## config.mk

```make
export PLATFORM = sky130hd
export DESIGN_NAME = jtag_1149_d10_mstr_tx_pkt_gen_flat
export DESIGN_NICKNAME = d
export VERILOG_FILES = /design/src/rtl/jtag_1149_d10_mstr_tx_pkt_gen_if.sv /design/src/rtl/jtag_1149_d10_mstr_tx_pkt_gen.sv /design/src/flat_wrapper.sv
export SDC_FILE = /design/constraint.sdc
export NUM_CORES = 1
export LEC_CHECK = 0
export CORE_ASPECT_RATIO = 1.4
export CORE_UTILIZATION = 52
export CTS_CLUSTER_DIAMETER = 30
export DETAILED_ROUTE_END_ITERATION = 8
export GPL_TIMING_DRIVEN = 1
export PLACE_DENSITY = 0.86
export REMOVE_ABC_BUFFERS = 1
export SETUP_SLACK_MARGIN = 0.15
export SLEW_MARGIN = 10
export SYNTH_ARGS = -nofsm -noshare
export SYNTH_HDL_FRONTEND = slang
export SYNTH_SLANG_ARGS = --single-unit
```

## constraint.sdc

```tcl
create_clock -name clk -period 3.9 [get_ports clk]
set_input_delay 0.78 -clock clk [delete_from_list [all_inputs] [get_ports clk]]
set_output_delay 0.78 -clock clk [all_outputs]
set_load 0.05 [all_outputs]
```

## src/rtl/jtag_1149_d10_mstr_tx_pkt_gen_if.sv

```systemverilog
// Scan request handshake between the master instruction source and the
// Tx packet generator.
interface jtag_1149_d10_mstr_tx_pkt_gen_if #(
  parameter int DATA_WIDTH = 8,
  parameter int SCAN_WIDTH = 32
);
  logic [SCAN_WIDTH-1:0] scan_req_data;
  logic [3:0]            scan_req_be;
  logic [DATA_WIDTH-1:0] scan_req_type;
  logic                  scan_req_vld;
  logic                  scan_req_rdy;

  modport master (
    output scan_req_data, scan_req_be, scan_req_type, scan_req_vld,
    input  scan_req_rdy
  );

  modport slave (
    input  scan_req_data, scan_req_be, scan_req_type, scan_req_vld,
    output scan_req_rdy
  );
endinterface

```

## src/rtl/jtag_1149_d10_mstr_tx_pkt_gen.sv

```systemverilog
// Master-side PEDDA Tx packet generator: frames one scan request as
// SOP/type/payload/CRC/EOP and holds it until the Rx side resolves it.
module jtag_1149_d10_mstr_tx_pkt_gen #(
  parameter int DATA_WIDTH  = 8,
  parameter int SCAN_WIDTH  = 32,
  parameter int CRC_WIDTH   = 32,
  parameter int IDLE_GAP    = 4,
  parameter int MAX_TIMEOUT = 3
) (
  input  logic                  clk,
  input  logic                  rst,
  jtag_1149_d10_mstr_tx_pkt_gen_if.slave scan_req,
  output logic [DATA_WIDTH-1:0] encoder_data,
  output logic                  encoder_k_in,
  output logic                  crc_data_valid,
  output logic [3:0]            crc_data_be,
  output logic                  crc_data_eop,
  output logic [CRC_WIDTH-1:0]  crc_data_in,
  input  logic [CRC_WIDTH-1:0]  crc_result,
  output logic                  send_pkt,
  output logic [DATA_WIDTH-1:0] send_pkt_type,
  input  logic                  rd_nxt_instr,
  input  logic                  instr_retry,
  input  logic                  suspend_xmission,
  input  logic                  unrecoverable_error,
  input  logic                  scan_rsp_time_out,
  output logic                  tx_abort,
  output logic                  tx_timeout_error
);
  localparam logic [3:0] ST_IDLE     = 4'd0;
  localparam logic [3:0] ST_SOP      = 4'd1;
  localparam logic [3:0] ST_TYPE     = 4'd2;
  localparam logic [3:0] ST_PAYLOAD  = 4'd3;
  localparam logic [3:0] ST_CRC      = 4'd4;
  localparam logic [3:0] ST_EOP      = 4'd5;
  localparam logic [3:0] ST_GAP      = 4'd6;
  localparam logic [3:0] ST_WAIT_RSP = 4'd7;
  localparam logic [3:0] ST_RESEND   = 4'd8;

  localparam int TO_W = (MAX_TIMEOUT < 1) ? 1 : $clog2(MAX_TIMEOUT + 1);

  localparam logic [DATA_WIDTH-1:0] K_SOP  = DATA_WIDTH'(8'h3C);
  localparam logic [DATA_WIDTH-1:0] K_EOP  = DATA_WIDTH'(8'hFD);
  localparam logic [DATA_WIDTH-1:0] K_IDLE = DATA_WIDTH'(8'hBC);

  logic [3:0]            state;
  logic [3:0]            cnt;
  logic [TO_W-1:0]       to_cnt;
  logic                  drop;
  logic [SCAN_WIDTH-1:0] buf_data;
  logic [3:0]            buf_be;
  logic [DATA_WIDTH-1:0] buf_type;
  logic [2:0]            buf_len;
  logic [CRC_WIDTH-1:0]  crc_q;
  logic [DATA_WIDTH-1:0] char_d;
  logic                  k_d;
  logic [2:0]            req_len;
  logic [4:0]            byte_ofs;
  logic                  handshake;
  logic                  uerr_take;
  logic                  eop_sent;

  assign scan_req.scan_req_rdy = (state == ST_IDLE) && !suspend_xmission && !rst;
  assign handshake = scan_req.scan_req_vld && scan_req.scan_req_rdy;
  // drop guards against a second abort pulse while a truncated packet drains
  assign uerr_take = unrecoverable_error && (state != ST_IDLE) && !drop;
  assign eop_sent  = (state == ST_EOP) && !drop && !uerr_take;

  assign crc_data_valid = (state == ST_SOP);
  assign crc_data_eop   = (state == ST_SOP);
  assign crc_data_be    = (state == ST_SOP) ? buf_be : 4'd0;
  assign crc_data_in    = (state == ST_SOP) ? CRC_WIDTH'(buf_data) : '0;

  always_comb begin
    req_len = 3'd0;
    if (scan_req.scan_req_be[3])      req_len = 3'd4;
    else if (scan_req.scan_req_be[2]) req_len = 3'd3;
    else if (scan_req.scan_req_be[1]) req_len = 3'd2;
    else if (scan_req.scan_req_be[0]) req_len = 3'd1;
  end

  always_comb begin
    byte_ofs = {cnt[1:0], 3'b000};
    char_d   = K_IDLE;
    k_d      = 1'b1;
    case (state)
      ST_SOP:     char_d = K_SOP;
      ST_TYPE:    begin char_d = buf_type; k_d = 1'b0; end
      ST_PAYLOAD: begin char_d = buf_data[byte_ofs +: DATA_WIDTH]; k_d = 1'b0; end
      ST_CRC:     begin char_d = crc_q[byte_ofs +: DATA_WIDTH]; k_d = 1'b0; end
      ST_EOP:     char_d = K_EOP;
      default:    ;
    endcase
  end

  always_ff @(posedge clk) begin
    if (rst) begin
      state            <= ST_IDLE;
      cnt              <= 4'd0;
      to_cnt           <= '0;
      drop             <= 1'b0;
      buf_data         <= '0;
      buf_be           <= 4'd0;
      buf_type         <= '0;
      buf_len          <= 3'd0;
      crc_q            <= '0;
      encoder_data     <= K_IDLE;
      encoder_k_in     <= 1'b1;
      send_pkt         <= 1'b0;
      send_pkt_type    <= '0;
      tx_abort         <= 1'b0;
      tx_timeout_error <= 1'b0;
    end else begin
      encoder_data <= char_d;
      encoder_k_in <= k_d;
      send_pkt     <= eop_sent;
      tx_abort     <= 1'b0;
      if (eop_sent) send_pkt_type <= buf_type;

      case (state)
        ST_IDLE: begin
          drop <= 1'b0;
          if (handshake) begin
            buf_data         <= scan_req.scan_req_data;
            buf_be           <= scan_req.scan_req_be;
            buf_type         <= scan_req.scan_req_type;
            buf_len          <= req_len;
            to_cnt           <= '0;
            tx_timeout_error <= 1'b0;
            state            <= ST_SOP;
          end
        end
        ST_SOP: state <= ST_TYPE;
        ST_TYPE: begin
          crc_q <= crc_result;
          cnt   <= 4'd0;
          state <= (buf_len != 3'd0) ? ST_PAYLOAD : ST_CRC;
        end
        ST_PAYLOAD: begin
          if (cnt == {1'b0, buf_len - 3'd1}) begin
            cnt   <= 4'd0;
            state <= ST_CRC;
          end else begin
            cnt <= cnt + 4'd1;
          end
        end
        ST_CRC: begin
          if (cnt == 4'd3) state <= ST_EOP;
          else             cnt   <= cnt + 4'd1;
        end
        ST_EOP: begin
          cnt   <= 4'd0;
          state <= ST_GAP;
        end
        ST_GAP: begin
          if (cnt == 4'(IDLE_GAP - 1))
            state <= (drop || unrecoverable_error) ? ST_IDLE : ST_WAIT_RSP;
          else
            cnt <= cnt + 4'd1;
        end
        ST_WAIT_RSP: begin
          if (rd_nxt_instr) begin
            state <= ST_IDLE;
          end else if (instr_retry) begin
            state <= ST_RESEND;
          end else if (scan_rsp_time_out) begin
            if (to_cnt < TO_W'(MAX_TIMEOUT)) begin
              to_cnt <= to_cnt + TO_W'(1);
              state  <= ST_RESEND;
            end else begin
              tx_timeout_error <= 1'b1;
              tx_abort         <= 1'b1;
              state            <= ST_IDLE;
            end
          end
        end
        ST_RESEND: if (!suspend_xmission) state <= ST_SOP;
        default: state <= ST_IDLE;
      endcase

      // Abandon: mid-packet truncates through EOP and the gap, otherwise straight to IDLE
      if (uerr_take) begin
        tx_abort <= 1'b1;
        case (state)
          ST_SOP, ST_TYPE, ST_PAYLOAD, ST_CRC: begin
            state <= ST_EOP;
            drop  <= 1'b1;
          end
          ST_EOP, ST_GAP: drop  <= 1'b1;
          default:        state <= ST_IDLE;
        endcase
      end
    end
  end
endmodule

```

## src/flat_wrapper.sv

```systemverilog
// flat-port wrapper written by rule: the top's interface ports become plain ports
module jtag_1149_d10_mstr_tx_pkt_gen_flat 
#(
  parameter int DATA_WIDTH  = 8,
  parameter int SCAN_WIDTH  = 32,
  parameter int CRC_WIDTH   = 32,
  parameter int IDLE_GAP    = 4,
  parameter int MAX_TIMEOUT = 3
)
  (clk, rst, encoder_data, encoder_k_in, crc_data_valid, crc_data_be, crc_data_eop, crc_data_in, crc_result, send_pkt, send_pkt_type, rd_nxt_instr, instr_retry, suspend_xmission, unrecoverable_error, scan_rsp_time_out, tx_abort, tx_timeout_error, scan_req_scan_req_data, scan_req_scan_req_be, scan_req_scan_req_type, scan_req_scan_req_vld, scan_req_scan_req_rdy);
  jtag_1149_d10_mstr_tx_pkt_gen_if #(.DATA_WIDTH(DATA_WIDTH), .SCAN_WIDTH(SCAN_WIDTH)) scan_req_i ();
  input  logic clk;
  input  logic rst;
  output logic [DATA_WIDTH-1:0] encoder_data;
  output logic encoder_k_in;
  output logic crc_data_valid;
  output logic [3:0] crc_data_be;
  output logic crc_data_eop;
  output logic [CRC_WIDTH-1:0] crc_data_in;
  input  logic [CRC_WIDTH-1:0] crc_result;
  output logic send_pkt;
  output logic [DATA_WIDTH-1:0] send_pkt_type;
  input  logic rd_nxt_instr;
  input  logic instr_retry;
  input  logic suspend_xmission;
  input  logic unrecoverable_error;
  input  logic scan_rsp_time_out;
  output logic tx_abort;
  output logic tx_timeout_error;
  input wire logic [$bits(scan_req_i.scan_req_data)-1:0] scan_req_scan_req_data;
  input wire logic [$bits(scan_req_i.scan_req_be)-1:0] scan_req_scan_req_be;
  input wire logic [$bits(scan_req_i.scan_req_type)-1:0] scan_req_scan_req_type;
  input wire logic [$bits(scan_req_i.scan_req_vld)-1:0] scan_req_scan_req_vld;
  output wire logic [$bits(scan_req_i.scan_req_rdy)-1:0] scan_req_scan_req_rdy;
  assign scan_req_i.scan_req_data = scan_req_scan_req_data;
  assign scan_req_i.scan_req_be = scan_req_scan_req_be;
  assign scan_req_i.scan_req_type = scan_req_scan_req_type;
  assign scan_req_i.scan_req_vld = scan_req_scan_req_vld;
  assign scan_req_scan_req_rdy = scan_req_i.scan_req_rdy;
  jtag_1149_d10_mstr_tx_pkt_gen #(.DATA_WIDTH(DATA_WIDTH), .SCAN_WIDTH(SCAN_WIDTH), .CRC_WIDTH(CRC_WIDTH), .IDLE_GAP(IDLE_GAP), .MAX_TIMEOUT(MAX_TIMEOUT)) u_core (.clk(clk), .rst(rst), .scan_req(scan_req_i), .encoder_data(encoder_data), .encoder_k_in(encoder_k_in), .crc_data_valid(crc_data_valid), .crc_data_be(crc_data_be), .crc_data_eop(crc_data_eop), .crc_data_in(crc_data_in), .crc_result(crc_result), .send_pkt(send_pkt), .send_pkt_type(send_pkt_type), .rd_nxt_instr(rd_nxt_instr), .instr_retry(instr_retry), .suspend_xmission(suspend_xmission), .unrecoverable_error(unrecoverable_error), .scan_rsp_time_out(scan_rsp_time_out), .tx_abort(tx_abort), .tx_timeout_error(tx_timeout_error));
endmodule
```

== Word level (Yosys, flattened, before mapping) ==
Cells that the tools add are included.
Storage, ports and cells
  flip-flop bits (word level): 110
  output and inout port bits: 59
  word-level logic and storage cells: 111
Operators by class
  add/sub/neg operators: 3
  magnitude comparators: 1
  equality and inequality tests: 17
  shift-type cells: 2
  mux-type cells: 46
  reduce and logical (&&, ||, !) cells: 27
Operators with widths (count)
  $shiftx 32x6->8: 2
  $mux 4: 13
  $pmux 8 s5: 1
  $pmux 4 s9: 1
  $mux 32: 1
  $eq 4x3->1 const B: 4
  $mux 1: 16
  $mux 3: 5
  $eq 4x2->1 const B: 3
  $pmux 4 s3: 1
  $reduce_and 6->1: 2
  $mux 2: 5
  $ne 2x2->1 const B: 5
  $pmux 4 s2: 1
  $logic_and 1x1->1: 7
  $reduce_bool 3->1: 2
  $reduce_or 2->1: 3
  $reduce_or 6->1: 1
  $add 4x1->4 const B: 1
  $eq 4x1->1 const B: 1
  $eq 4x3->1: 1
  $eq 4x4->1 const B: 1
  $logic_not 1->1: 4
  $logic_not 4->1: 1
  other kinds (12): 14

== Depth between registers and ports, before layout ==
Gate-level depths: netlist of run 1.
  depth in word-level cells: 8
  mapped depth: 8

== Least setup slack after synthesis of run 1 ==
No wires, ideal clock.
  path kind: register to output
  start point: register u_core.state[0]
  end point: output crc_data_be[0]
  arrival: 2.254 ns
  data required time: 3.120 ns
  slack: 0.866 ns
  stages on the path, launching flop included: 6
  buffers on the path: 2
  path through: dfxtp_1 > buf_2 > clkinv_1 > nor4_2 > clkbuf_1 > and2_1
On the way
  longest elaborated chain between the ends: 2
Ends and longest elaborated chain
  from (decl): RTL line jtag_1149_d10_mstr_tx_pkt_gen.sv:46  | logic [3:0] state;
  from (signal assigned): RTL line jtag_1149_d10_mstr_tx_pkt_gen.sv:137  | state <= (buf_len != 3'd0) ? ST_PAYLOAD : ST_CRC;
  from (signal assigned): RTL line jtag_1149_d10_mstr_tx_pkt_gen.sv:157  | state <= (drop || unrecoverable_error) ? ST_IDLE : ST_WAIT_RSP;
  $eq 4x1->1
  named net crc_data_eop: RTL line flat_wrapper.sv:18  | output logic crc_data_eop;
  $mux 4: RTL line jtag_1149_d10_mstr_tx_pkt_gen.sv:71  | assign crc_data_be = (state == ST_SOP) ? buf_be : 4'd0;
  to (decl): RTL line flat_wrapper.sv:17  | output logic [3:0] crc_data_be;
The timed path passes the listed nets, and every way through them passes these cells.

== Worst setup path after layout of run 1 ==
  start point: register u_core.state[0]
  end point: output crc_data_in[4]
On the way
  longest elaborated chain between the ends: 2
Ends and longest elaborated chain
  $eq 4x1->1: RTL line jtag_1149_d10_mstr_tx_pkt_gen.sv:72  | assign crc_data_in = (state == ST_SOP) ? CRC_WIDTH'(buf_data) : '0;
  $mux 32: RTL line jtag_1149_d10_mstr_tx_pkt_gen.sv:72
  to (decl): RTL line flat_wrapper.sv:19  | output logic [CRC_WIDTH-1:0] crc_data_in;
No other way between the ends.

==> results of run 1 <==
## layer usage
layer,vias to the layer above,track usage,wire length (um)
met5,-,0,0
met4,0,0.154,545
met3,44,0.0323,670
met2,208,0.514,7830
met1,2408,0.336,5490
li1,2387,-,-
## cell families after synthesis
| family | Yosys count |
|---|---|
| simple gates | 272 |
| compound gates | 149 |
| flops | 109 |
| buf+inv | 55 |
| mux | 30 |
| xor+xnor | 5 |
| fa+ha+maj | 4 |
## flip-flops by register name, summed over array words and instances (netlist names)
name                     flops
u_core.buf_data             32
u_core.cnt                   4
u_core.buf_len               3
u_core.tx_abort              1
u_core.buf_be                3
u_core.crc_q                32
u_core.drop                  1
u_core.tx_timeout_error      1
u_core.send_pkt_type         8
u_core.state                 4
u_core.send_pkt              1
u_core.encoder_k_in          1
u_core.buf_type              8
u_core.to_cnt                2
u_core.encoder_data          8
## through the flow
stage | hold slack (ns) | utilization
final | 0.457 | 0.769
after CTS | 0.457 | 0.769
after global routing | 0.480 | 0.769
after detailed placement | 0.447 | 0.738
after floorplan | 0.426 | -
after global placement | 0.439 | 0.738
## power groups by stage
stage                     sequential, mW  clock, mW  combinational [mW]
after floorplan                     1.26          0               0.247
after global placement              1.22          0               0.521
after detailed placement            1.22          0               0.534
after CTS                           1.19      0.916               0.539
after global routing                1.20      0.951               0.583
final                               1.20      0.919               0.540
## worst min-delay path: stages (launching register included)
cell and delay [ns]:
dfxtp_1 0.31, nand2_1 0.05, a21oi_1 0.05
## placed cells by master, fill, tap and decap left out, types with 3 or more instances in the layout
cell	Yosys	final
or3b_2	3	3
or4b_2	3	3
a211oi_1	3	3
a211o_1	3	3
o21ai_0	12	12
and2_1	37	37
mux2i_1	20	20
nor2b_1	3	3
a221o_1	6	6
nor3b_1	4	4
nor3_1	6	6
nor2_1	21	20
clkdlybuf4s50_1	0	103
or3_1	5	5
clkbuf_16	0	9
nand3_1	4	4
a21oi_1	101	101
dfxtp_1	109	109
ha_1	4	4
buf_12	0	38
nand2_1	162	162
a22oi_1	5	5
nand2b_1	5	5
mux4_2	10	10
buf_4	1	15
nand3b_1	3	3
inv_1	8	8
## final cells by class
class / instances / area (sq um) / share of cell area
multi-input combinational: 460 / 2730 / 0.374
sequential: 109 / 2180 / 0.298
timing repair buffer: 156 / 1900 / 0.260
clock buffer: 12 / 246 / 0.0337
tap: 132 / 165 / 0.0226
clock inverter: 4 / 47.5 / 0.00650
inverter: 9 / 33.8 / 0.00462
## worst paths after layout
kind,startpoint,endpoint,slack [ns],depth (start not counted)
hold reg to reg,u_core.buf_be[1],u_core.buf_be[1],0.46,2
hold / removal,u_core.buf_be[1],u_core.buf_be[1],0.46,2
setup reg to reg,u_core.state[2],u_core.encoder_data[6],1.28,6
setup / recovery,u_core.state[0],crc_data_in[4],0.68,5
==> tab_implementation.tex, run 1 <==
\begin{tabular}{lr}
\hline
Metric & Value \\
\hline
\multicolumn{2}{l}{\textbf{Routing}} \\
\quad Vias post-DR & 5047 \\
\quad DRC viols & 0 \\
\quad Post-detailed-route via-to-cell ratio & 5.72 \\
\quad Total wire length & 14500 um \\
\quad Number of DRC violations after detailed-routing iteration 0 & 345 \\
\quad Antenna violation net count after detailed routing & 0 \\
\quad Wirelength per Cell & 16.5 um \\
\quad Detailed Routing Iterations Pass 1 & 5 \\
\multicolumn{2}{l}{\textbf{Placed design}} \\
\quad Post-place instance area & 0.00702 sq mm \\
\quad Post-detail-place hpwl & 10200 um \\
\quad Number of buffers added on ports & 142 \\
\quad Gp weighted congestion & 0.838 \\
\quad Total placed cells including tap cells & 866 \\
\quad Setup WS pre-CTS & 0.743 ns \\
\multicolumn{2}{l}{\textbf{STA}} \\
\quad Count of final hold-check violations & 0 \\
\quad Worst slew margin relative to its limit & 0.351 \\
\quad Unrepaired setup endpoints after global routing & no \\
\quad Number of endpoints failing setup at the final stage & 0 \\
\quad Maximum achievable frequency & 310 MHz \\
\quad Fin. max-slew vios & 0 \\
\quad Worst setup margin & 0.676 ns \\
\quad Slew @ Worst Pin & 0.969 ns \\
\quad Setup\_tns & 0 ns \\
\quad Setup skew after layout & 0.00641 ns \\
\quad Min Clock Period, post-route & 3.22 ns \\
\quad Final period utilization & 0.827 \\
\multicolumn{2}{l}{\textbf{Floorplan}} \\
\quad Chip Height & 120 um \\
\quad Die X & 86.1 um \\
\quad IO Count & 143 \\
\quad Effective utilization at floorplan & 0.541 \\
\quad Area of the die & 0.0103 sq mm \\
\quad Core region area & 0.00951 sq mm \\
\quad Cell row count & 42 \\
\multicolumn{2}{l}{\textbf{Yosys}} \\
\quad Combinational family with the most area after synthesis & simple AND/OR/NAND/NOR gates \\
\quad Adder and majority cell fraction of the synthesized area & 0.00973 \\
\quad Most numerous cell in the Yosys netlist & nand2\_1 \\
\quad Synthesized netlist cell count & 624 \\
\quad Compound-Gate Fraction of Synth Area & 0.170 \\
\quad Xor-xnor portion of the synthesized cell area & 0.0114 \\
\quad List of most frequent post-synthesis cells & 162 x nand2\_1, 109 x dfxtp\_1, 101 x a21oi\_1, 37 x and2\_1, 22 x clkbuf\_1 \\
\quad Synth unique cells & 60 \\
\quad Async SR Flop Fraction & 0 \\
\quad Cell area after synthesis & 0.00514 sq mm \\
\quad Post-synthesis mux area share & 0.0827 \\
\quad Top FF cell, synth & dfxtp\_1 \\
\quad Sequential share of the synthesized area & 0.424 \\
\quad Portion of synthesized cell area occupied by the leading cell type & 0.424 \\
\quad Number of synthesized register bits & 109 \\
\quad Ys Warns & 0 \\
\quad Area fraction in and, or, nand and nor cells after synthesis & 0.253 \\
\quad Count of flip-flops with a built-in enable after synthesis & 0 \\
\quad Cell types with the largest area share after synthesis & dfxtp\_1 42\%, nand2\_1 12\%, a21oi\_1 9.8\% \\
\quad Post-Syn Area per Cell & 8.25 sq um \\
\quad Cell type with the largest total area after synthesis & dfxtp\_1 \\
\multicolumn{2}{l}{\textbf{CTS}} \\
\quad Total number of H-tree levels & 3 \\
\quad Number of buffers created by CTS & 9 \\
\quad Cts-stage hold buffer count & 0 \\
\quad Sinks on the clock net & 109 \\
\quad Clk pin slew, worst setup/hold paths & 0.07 ns \\
\quad Number of buffers added for setup after CTS & 0 \\
\quad Number of buffers between clock root and the deepest sink & 2 \\
\quad TritonCTS clock tree & yes \\
\quad Cell at the root of the clock tree & clkbuf\_16 \\
\quad Skew-Pair Late Insertion Delay & 0.35 ns \\
\quad Post-CTS sizing & 0 \\
\multicolumn{2}{l}{\textbf{Worst setup path}} \\
\quad CP Max Fanout & 20 \\
\quad Sort of element at the end of the critical path & primary output \\
\quad Worst-path cell chain & clkinv\_1, nor4\_4, buf\_4, and2\_1, buf\_12 \\
\quad Required time worst endpoint & 3.12 ns \\
\quad Maximum cell stage delay along the critical path & 0.62 ns \\
\quad Crit-path leading delay family & buffers and inverters \\
\quad Data arrival time of the critical path & 2.44 ns \\
\quad Startpoint types & flip-flop \\
\quad Standard cell with the maximum stage delay on the critical path & dfxtp\_1 \\
\quad Bufs and invs on worst path & 3 \\
\quad Class of the most critical setup path & reg -> out \\
\multicolumn{2}{l}{\textbf{Power and ir drop}} \\
\quad Worst vdd ir & 286 uV \\
\quad Portion of total power attributed to sequential cells & 0.450 \\
\quad Portion of total power attributed to the clock network & 0.346 \\
\quad Internal power component & 1.92 mW \\
\quad Comb pwr share & 0.203 \\
\quad Cell area power density & 363 mW/mm\^{}2 \\
\quad Net switching power figure & 0.738 mW \\
\quad Net Sw Frac & 0.278 \\
\quad Final total power & 2.66 mW \\
\quad Leakage power & 2.61 nW \\
\multicolumn{2}{l}{\textbf{GRT}} \\
\quad Overall track demand over capacity in global routing & 0.289 \\
\quad First-pass GRT wire length & 23400 um \\
\quad Number of global-route vias before repair & 4904 \\
\quad Overflow left after global routing & 0 \\
\quad Initial antenna violation count & 0 \\
\quad Maximum number of pins on one net before global-route repair & 78 \\
\multicolumn{2}{l}{\textbf{Finish}} \\
\quad N\_diodes & 0 \\
\quad Share of layout cells above drive strength 1 & 0.124 \\
\quad Non-Filler Instances & 882 \\
\quad Synthesis-to-finish area growth & 42.1\% \\
\quad Number of filler cells placed in the layout & 642 \\
\quad Area of all placed cells without fillers & 0.00731 sq mm \\
\quad \# nets final & 833 \\
\multicolumn{2}{l}{\textbf{Run status}} \\
\quad Status & finished, final reports clean \\
\multicolumn{2}{l}{\textbf{Run}} \\
\quad Count of max-cap constraint violations & 0 \\
\multicolumn{2}{l}{\textbf{Min path}} \\
\quad Class of the tightest hold or removal check & reg -> reg \\
\hline
\end{tabular}
Power figures use the tool's default switching activity.
==> run 2, diff against run 1 <==
- CORE_UTILIZATION: 52 -> 44
- PLACE_DENSITY: 0.86 -> 0.77
- clock period: 3.9 -> 2.95 ns (I/O delays scaled with it)
==> tab_implementation.tex, run 2 (synthesis gave the netlist of run 1 again) <==
\begin{tabular}{lr}
\hline
Metric & Value \\
\hline
\multicolumn{2}{l}{\textbf{Worst setup path}} \\
\quad Register-to-register path setup slack & 0.61 ns \\
\quad Setup crit start & u\_core.state[0] \\
\quad Capturing point of the worst reg2reg path & u\_core.crc\_q[8] \\
\quad Standard cell with the maximum stage delay on the critical path & dfxtp\_2 \\
\quad Maximum cell stage delay along the critical path & 0.46 ns \\
\quad Bufs and invs on worst path & 3 \\
\quad CP Max Fanout & 38 \\
\quad Worst-path cell chain & clkinv\_2, nor4\_4, buf\_6, and2\_1, buf\_12 \\
\quad Crit-path leading delay family & buffers and inverters \\
\quad Required time worst endpoint & 2.36 ns \\
\quad Class of the most critical setup path & reg -> out \\
\quad Sort of element at the end of the critical path & primary output \\
\quad Startpoint types & flip-flop \\
\quad Worst flop-to-flop path startpoint & u\_core.state[1] \\
\quad Worst Reg2Reg Path Length in Cells & 6 \\
\quad Data arrival time of the critical path & 1.98 ns \\
\multicolumn{2}{l}{\textbf{Min path}} \\
\quad Hold-critical path endpoint & u\_core.crc\_q[20] \\
\quad Hold Path Origin & u\_core.crc\_q[20] \\
\quad Class of the tightest hold or removal check & reg -> reg \\
\quad Hold Path Stages & 2 \\
\multicolumn{2}{l}{\textbf{Floorplan}} \\
\quad Core region area & 0.0113 sq mm \\
\quad Area of the die & 0.0121 sq mm \\
\quad Die X & 93.4 um \\
\quad Chip Height & 130 um \\
\quad Cell row count & 46 \\
\quad Effective utilization at floorplan & 0.454 \\
\quad IO Count & 143 \\
\multicolumn{2}{l}{\textbf{Power and ir drop}} \\
\quad Portion of total power attributed to the clock network & 0.343 \\
\quad Final total power & 3.51 mW \\
\quad Net switching power figure & 0.965 mW \\
\quad Comb pwr share & 0.204 \\
\quad Portion of total power attributed to sequential cells & 0.453 \\
\quad Internal power component & 2.54 mW \\
\quad Cell area power density & 476 mW/mm\^{}2 \\
\quad Leakage power & 2.63 nW \\
\quad Net Sw Frac & 0.275 \\
\quad Worst vdd ir & 277 uV \\
\multicolumn{2}{l}{\textbf{Placed design}} \\
\quad Post-detail-place hpwl & 10500 um \\
\quad Post-place instance area & 0.00706 sq mm \\
\quad Setup WS pre-CTS & 0.360 ns \\
\quad Gp weighted congestion & 0.838 \\
\quad Total placed cells including tap cells & 880 \\
\quad Number of buffers added on ports & 142 \\
\multicolumn{2}{l}{\textbf{Finish}} \\
\quad Synthesis-to-finish area growth & 43.2\% \\
\quad N\_diodes & 0 \\
\quad \# nets final & 835 \\
\quad Non-Filler Instances & 896 \\
\quad Commonest non-fill, non-tap cells in the layout & 162 x nand2\_1, 108 x dfxtp\_1, 102 x clkdlybuf4s50\_1 \\
\quad Largest registers & u\_core.buf\_data: 32 flops, u\_core.crc\_q: 32 flops \\
\quad Most frequent standard cell in the layout excluding fill and tap cells & nand2\_1 \\
\quad Area of all placed cells without fillers & 0.00737 sq mm \\
\quad Share of layout cells above drive strength 1 & 0.132 \\
\quad Util after Layout & 0.650 \\
\multicolumn{2}{l}{\textbf{GRT}} \\
\quad Overflow left after global routing & 0 \\
\quad Maximum number of pins on one net before global-route repair & 61 \\
\quad Overall track demand over capacity in global routing & 0.245 \\
\quad First-pass GRT wire length & 23200 um \\
\quad Initial antenna violation count & 0 \\
\quad Number of global-route vias before repair & 4836 \\
\multicolumn{2}{l}{\textbf{CTS}} \\
\quad Cell at the root of the clock tree & clkbuf\_16 \\
\quad TritonCTS clock tree & yes \\
\quad Number of buffers created by CTS & 9 \\
\quad Total number of H-tree levels & 3 \\
\quad Number of buffers added for setup after CTS & 0 \\
\quad Number of buffers between clock root and the deepest sink & 2 \\
\quad Clk pin slew, worst setup/hold paths & 0.07 ns \\
\quad Skew-Pair Late Insertion Delay & 0.34 ns \\
\quad Sinks on the clock net & 109 \\
\multicolumn{2}{l}{\textbf{STA}} \\
\quad Final period utilization & 0.872 \\
\quad Number of endpoints failing setup at the final stage & 0 \\
\quad Count of final hold-check violations & 0 \\
\quad Worst setup margin & 0.379 ns \\
\quad Fin. max-slew vios & 0 \\
\quad Worst hold-check slack & 0.455 ns \\
\quad Maximum achievable frequency & 389 MHz \\
\quad Setup\_tns & 0 ns \\
\quad Setup skew after layout & 0.00618 ns \\
\quad Slew @ Worst Pin & 0.836 ns \\
\quad Min Clock Period, post-route & 2.57 ns \\
\quad Unrepaired setup endpoints after global routing & no \\
\quad Worst slew margin relative to its limit & 0.437 \\
\multicolumn{2}{l}{\textbf{Routing}} \\
\quad DRC viols & 0 \\
\quad Wirelength per Cell & 16.6 um \\
\quad Number of DRC violations after detailed-routing iteration 0 & 286 \\
\quad Antenna violation net count after detailed routing & 0 \\
\quad Detailed Routing Iterations Pass 1 & 4 \\
\quad Post-detailed-route via-to-cell ratio & 5.59 \\
\quad Vias post-DR & 5010 \\
\quad Total wire length & 14800 um \\
\multicolumn{2}{l}{\textbf{Run}} \\
\quad Count of max-cap constraint violations & 0 \\
\multicolumn{2}{l}{\textbf{Run status}} \\
\quad Status & finished, final reports clean \\
\hline
\end{tabular}
==> run 2: repair_timing <==
item                       in CTS  in global routing
hold buffers                    0                  0
setup endpoints to repair      36                 36
resized for setup               2                  1
==> run 2: per-layer routing <==
layer	global-route usage	wire length, um	up-vias
met5	0	0	-
met3	0.0280	494	43
li1	-	-	2406
met2	0.455	8100	145
met1	0.263	5580	2416
met4	0.152	677	0
==> run 2: how the worst max path moves through the flow <==
stage | end | cells after the start
final | crc_data_in[29] | 5
after global routing | crc_data_in[2] | 5
after CTS | crc_data_in[2] | 5
after detailed placement | crc_data_in[29] | 5
after global placement | u_core.state[2] | 5
after floorplan | crc_data_be[0] | 3
==> run 2: cell type report <==
| cell class | count | area [sq um] |
|---|---|---|
| Fill cell | 918 | 3970 |
| Multi-Input combinational cell | 460 | 2730 |
| Sequential cell | 109 | 2180 |
| Timing Repair Buffer | 158 | 1930 |
| Clock buffer | 11 | 243 |
| Tap cell | 144 | 180 |
| Clock inverter | 5 | 57.6 |
| Inverter | 9 | 35.0 |
==> run 2: worst reg2reg max path, stage by stage (launching register included) <==
cell and delay, ns:
dfxtp_1 0.73, buf_4 0.31, or3b_2 0.51, nor2_2 0.10, buf_4 0.33, nand2_1 0.15, a21oi_1 0.14
==> run 2: power groups by stage <==
stage / Clock, mW / Combinational, mW / Sequential, mW
global route: 1.28 / 0.772 / 1.59
global placement: 0 / 0.692 / 1.62
floorplan: 0 / 0.326 / 1.67
finish: 1.20 / 0.716 / 1.59
CTS: 1.22 / 0.716 / 1.59
detailed placement: 0 / 0.708 / 1.62
